<file path="src/rtl/multiword_add_seq.sv">
// multiword_add_seq: serial W-bit adder built from a single 4-bit ripple slice.
// One nibble is processed per clock, LSB nibble first, with a 1-bit carry
// register linking consecutive nibbles.
//
// Optional feature macro: MWADD_SUB_EN
//   defined   -> adds the 'sub' port; sub=1 computes a + ~b + 1 (cin ignored),
//                cout=1 then means "no borrow".
//   undefined -> addition only, same timing.
//
// state | meaning
// IDLE  | waiting for start; sum/cout hold the last result
// RUN   | one nibble per cycle through the slice, busy=1

module multiword_add_seq #(
  parameter int NIBBLES = 4,
  localparam int W = 4 * NIBBLES
) (
  input  logic         clk,
  input  logic         rst,
  input  logic         start,
  input  logic [W-1:0] a,
  input  logic [W-1:0] b,
  input  logic         cin,
`ifdef MWADD_SUB_EN
  input  logic         sub,
`endif
  output logic         busy,
  output logic         done,
  output logic [W-1:0] sum,
  output logic         cout
);

  localparam int IDX_W = (NIBBLES > 1) ? $clog2(NIBBLES) : 1;

  typedef enum logic {
    IDLE = 1'b0,
    RUN  = 1'b1
  } state_t;

  state_t             state_q, state_d;
  logic [IDX_W-1:0]   idx_q, idx_d;
  logic               carry_q, carry_d;
  logic [W-1:0]       a_q, a_d;
  logic [W-1:0]       b_q, b_d;
  logic [W-1:0]       sum_q, sum_d;
  logic               cout_q, cout_d;
  logic               busy_q, busy_d;
  logic               done_q, done_d;

  logic [IDX_W+1:0]   nib_base;
  logic [3:0]         a_nib;
  logic [3:0]         b_nib;
  logic [4:0]         slice_res;
  logic               last_nib;

  // The single 4-bit ripple slice, fed by the nibble selected by the index.
  always_comb begin
    nib_base  = {idx_q, 2'b00};
    a_nib     = a_q[nib_base +: 4];
    b_nib     = b_q[nib_base +: 4];
    slice_res = {1'b0, a_nib} + {1'b0, b_nib} + {4'b0000, carry_q};
    last_nib  = (idx_q == IDX_W'(NIBBLES - 1));
  end

  // Next-state and datapath update for the IDLE/RUN sequencer.
  always_comb begin
    state_d = state_q;
    idx_d   = idx_q;
    carry_d = carry_q;
    a_d     = a_q;
    b_d     = b_q;
    sum_d   = sum_q;
    cout_d  = cout_q;
    busy_d  = busy_q;
    done_d  = 1'b0;

    case (state_q)
      IDLE: begin
        if (start) begin
          a_d = a;
`ifdef MWADD_SUB_EN
          // Subtraction is two's complement: invert B and force carry-in to 1.
          if (sub) begin
            b_d     = ~b;
            carry_d = 1'b1;
          end else begin
            b_d     = b;
            carry_d = cin;
          end
`else
          b_d     = b;
          carry_d = cin;
`endif
          idx_d   = '0;
          state_d = RUN;
          busy_d  = 1'b1;
        end
      end

      RUN: begin
        sum_d[nib_base +: 4] = slice_res[3:0];
        carry_d              = slice_res[4];
        idx_d                = idx_q + IDX_W'(1);
        if (last_nib) begin
          cout_d  = slice_res[4];
          idx_d   = '0;
          state_d = IDLE;
          busy_d  = 1'b0;
          done_d  = 1'b1;
        end
      end

      default: begin
        state_d = IDLE;
        busy_d  = 1'b0;
      end
    endcase
  end

  // State and output registers; synchronous reset wins over everything.
  always_ff @(posedge clk) begin
    if (rst) begin
      state_q <= IDLE;
      idx_q   <= '0;
      carry_q <= 1'b0;
      a_q     <= '0;
      b_q     <= '0;
      sum_q   <= '0;
      cout_q  <= 1'b0;
      busy_q  <= 1'b0;
      done_q  <= 1'b0;
    end else begin
      state_q <= state_d;
      idx_q   <= idx_d;
      carry_q <= carry_d;
      a_q     <= a_d;
      b_q     <= b_d;
      sum_q   <= sum_d;
      cout_q  <= cout_d;
      busy_q  <= busy_d;
      done_q  <= done_d;
    end
  end

  assign busy = busy_q;
  assign done = done_q;
  assign sum  = sum_q;
  assign cout = cout_q;

endmodule

</file>
<file path="config.mk">
export PLATFORM = sky130hd
export DESIGN_NAME = multiword_add_seq
export DESIGN_NICKNAME = d
export VERILOG_FILES = /design/src/rtl/multiword_add_seq.sv
export SDC_FILE = /design/constraint.sdc
export NUM_CORES = 1
export LEC_CHECK = 0
export CORE_UTILIZATION = 47
export CTS_BUF_LIST = sky130_fd_sc_hd__clkbuf_8
export DETAILED_ROUTE_END_ITERATION = 10
export PLACE_DENSITY_LB_ADDON = 0.15
export SLEW_MARGIN = 20
export SYNTH_ARGS = -nofsm -noshare
export SYNTH_HDL_FRONTEND = slang
export SYNTH_SLANG_ARGS = --single-unit
export TNS_END_PERCENT = 20
</file>
<file path="constraint.sdc">
create_clock -name clk -period 2.8 [get_ports clk]
set_input_delay 0.28 -clock clk [delete_from_list [all_inputs] [get_ports clk]]
set_output_delay 0.28 -clock clk [all_outputs]
set_load 0.01 [all_outputs]
</file>
==> out/metrics.yaml <==
clock_network:
  clkTransAtPathRegs_ns: 0.09
  clock-sinks: 55
  worstSkewPairLatency_ns: 0.31
  post_cts_buffers: 0
  root_buffer: "clkbuf_8"
  hold_buffers: 0
  cts.htree.levels: 2
  cts_inserted_buffers: 5
  cts_tree: "done"
  clock_path_buffers: 2
  cts_resized: 0
drt:
  drtAntennaViolNets: 0
  avgViaCountPerCell: 5.20
  wl_um: 5360
  vias: 2027
  wl_per_cell_um: 13.7
  drtIter0Drc: 158
  drc: 0
  drt-pass1-iter-count: 4
placement:
  hpwl_um: 3830
  gp_congestion: 0.784
  placed_cell_area_um2: 3030
  portBuffers: 54
timing:
  fmax_mhz: 398
  slew_headroom_pct: 32.2
  setup_viol: 0
  rsz0062_at_grt: "no"
  period_needed_ns: 2.51
  clock_skew_ns: 0.00338
  tns_ns: 0
  hold_viol_final: 0
  finalCritPeriodShare_pct: 89.7
  drv_slew: 0
  tightest_slew_ns: 1.02
global_route:
  grt_max_degree: 61
  grtUsageTotal_pct: 21.5
  grt-ovfl-total: 0
  antenna_found_initial: 0
  grt_pass1_vias: 1890
  grt_pass1_wl_um: 8980
synthesis:
  synth-simple-area-share_pct: 21.3
  synth_area_per_cell_um2: 8.95
  synth-adder-area-share_pct: 6.22
  synth_seq_cells: 55
  synth_nets: 321
  synth_top_family_by_area: "simple AND/OR/NAND/NOR gates"
  synth_edf_count: 0
  ys_seq_area_share_pct: 44.9
  syn_inst: 274
  synthMuxAreaShare_pct: 7.34
  post_synth_xor_area_fraction_pct: 0.357
  synthArstFlopShare_pct: 0
  synthFlopType: "dfxtp_1"
  synth_compound_area_share_pct: 15.8
  post_synth_num_cell_types: 35
  syn_area_um2: 2450
  yosys_warnings: 0
floorplan:
  io_pins: 55
  fp.dieH_um: 74.3
  initial_core_util_pct: 50.3
  num_rows: 25
  core_um2: 4880
  die-width_um: 74.3
  die_area_um2: 5510
layout:
  design_area_um2: 3150
  final_common_cell: "nand2_1"
  antennaDiodeCount: 0
  syn_to_final_growth_pct: 28.5
  fin_nets: 369
  drive_gt1_share_pct: 8.36
  final_cell_mix: "nand2_1 (75), dfxtp_1 (55), clkdlybuf4s50_1 (53)"
outcome:
  outcome: "finished clean"
setup_path:
  crit_arrival_ns: 2.74
  cp-end-kind: "flop"
  startpoint_type: "flop"
  setup.worst_path.class: "flop to flop"
  critical_path_required_ns: 3.03
  worstPathMaxFanout: 12
power:
  switching_power_mw: 0.398
  p_seq_share_pct: 51.5
  clockPowerShare_pct: 33.0
  p_sw_share_pct: 24.4
  internal-power_mw: 1.23
  power_density_nw_per_um2: 517
  p_comb_share_pct: 15.4
  p_leak_nw: 1.18
  max-vdd-ir-drop_mv: 0.376
flow_run:
  drv_cap: 0
hold_path:
  hp-class: "flop to flop"
==> logic make-up after synthesis <==
kind of cell	count (synthesis)
AO/OA/AOI/OAI	62
XOR/XNOR	1
multiplexers	8
adder cells (fa/ha/maj)	11
buffers and inverters	22
flip-flops	55
AND/OR/NAND/NOR	115
==> cells in the mapped netlist, types with 3 or more instances <==
| library cell | instances | area, um^2 |
|---|---|---|
| nand2_1 | 75 | 282 |
| dfxtp_1 | 55 | 1100 |
| a21oi_1 | 40 | 200 |
| nor2_1 | 14 | 52.6 |
| clkbuf_1 | 11 | 41.3 |
| a32oi_1 | 9 | 78.8 |
| ha_1 | 9 | 113 |
| mux4_2 | 8 | 180 |
| buf_2 | 5 | 25.0 |
| nand3_1 | 4 | 20.0 |
| nand4b_1 | 4 | 35.0 |
| nor2b_1 | 4 | 25.0 |
| o2111ai_1 | 4 | 35.0 |
| nand2b_1 | 3 | 18.8 |
==> registers in the layout (all words and copies together) (netlist names) <==
register  count
a_q          16
b_q          16
busy          1
carry_q       1
cout          1
done          1
idx_q         2
state_q       1
sum          16
==> path summary, 6_finish.rpt <==
| check | from | end | slack (ns) | cells past startpoint |
|---|---|---|---|---|
| max | idx_q[0] | sum[7] | 0.29 | 6 |
| min | b_q[1] | b_q[1] | 0.46 | 2 |
| max reg2reg | idx_q[0] | sum[7] | 0.29 | 6 |
| min reg2reg | b_q[1] | b_q[1] | 0.46 | 2 |
==> layout make-up <==
type / instances / area [um^2]
fill: 447 / 1730
multi-input combinational: 197 / 1250
sequential: 55 / 1100
timing repair buffer: 61 / 588
tap: 67 / 83.8
clock buffer: 6 / 82.6
clock inverter: 2 / 35.0
inverter: 2 / 7.51
==> worst max-delay path, stage by stage (launching register included) <==
cell and delay [ns]:
dfxtp_1 0.43, buf_4 0.25, mux4_2 0.53, ha_1 0.36
a21o_1 0.27, or4b_1 0.51, o211ai_1 0.09
==> per-layer routing <==
layer / GRT usage (%) / vias up / routed length [um] / part of all wire, %
li1: - / 1051 / - / -
met1: 31.1 / 912 / 2570 / 48
met2: 32.3 / 58 / 2460 / 46
met3: 4.88 / 6 / 263 / 4.9
met4: 6.29 / 0 / 61 / 1.1
met5: 0 / - / 0 / 0
==> per-stage QoR <==
| stage | power [mW] | instances | setup WS [ns] | hold slack (ns) | utilization [%] |
|---|---|---|---|---|---|
| 2_1_floorplan | 1.00 | 274 | 0.138 | 0.416 | - |
| 3_3_place_gp | 1.10 | 382 | 0.361 | 0.439 | 62.2 |
| 3_5_place_dp | 1.11 | 382 | 0.310 | 0.447 | 62.2 |
| 4_1_cts | 1.64 | 390 | 0.290 | 0.461 | 64.6 |
| 5_1_grt | 1.70 | 390 | 0.133 | 0.479 | 64.6 |
| 6_report | 1.63 | 390 | 0.288 | 0.458 | 64.6 |
==> power groups by stage <==
stage	sequential (mW)	clock, mW	combinational, mW
6_report	0.840	0.538	0.251
5_1_grt	0.845	0.580	0.280
4_1_cts	0.840	0.548	0.251
3_5_place_dp	0.858	0	0.251
3_3_place_gp	0.857	0	0.248
2_1_floorplan	0.852	0	0.152
No activity file was read; power rests on OpenSTA's default activity.
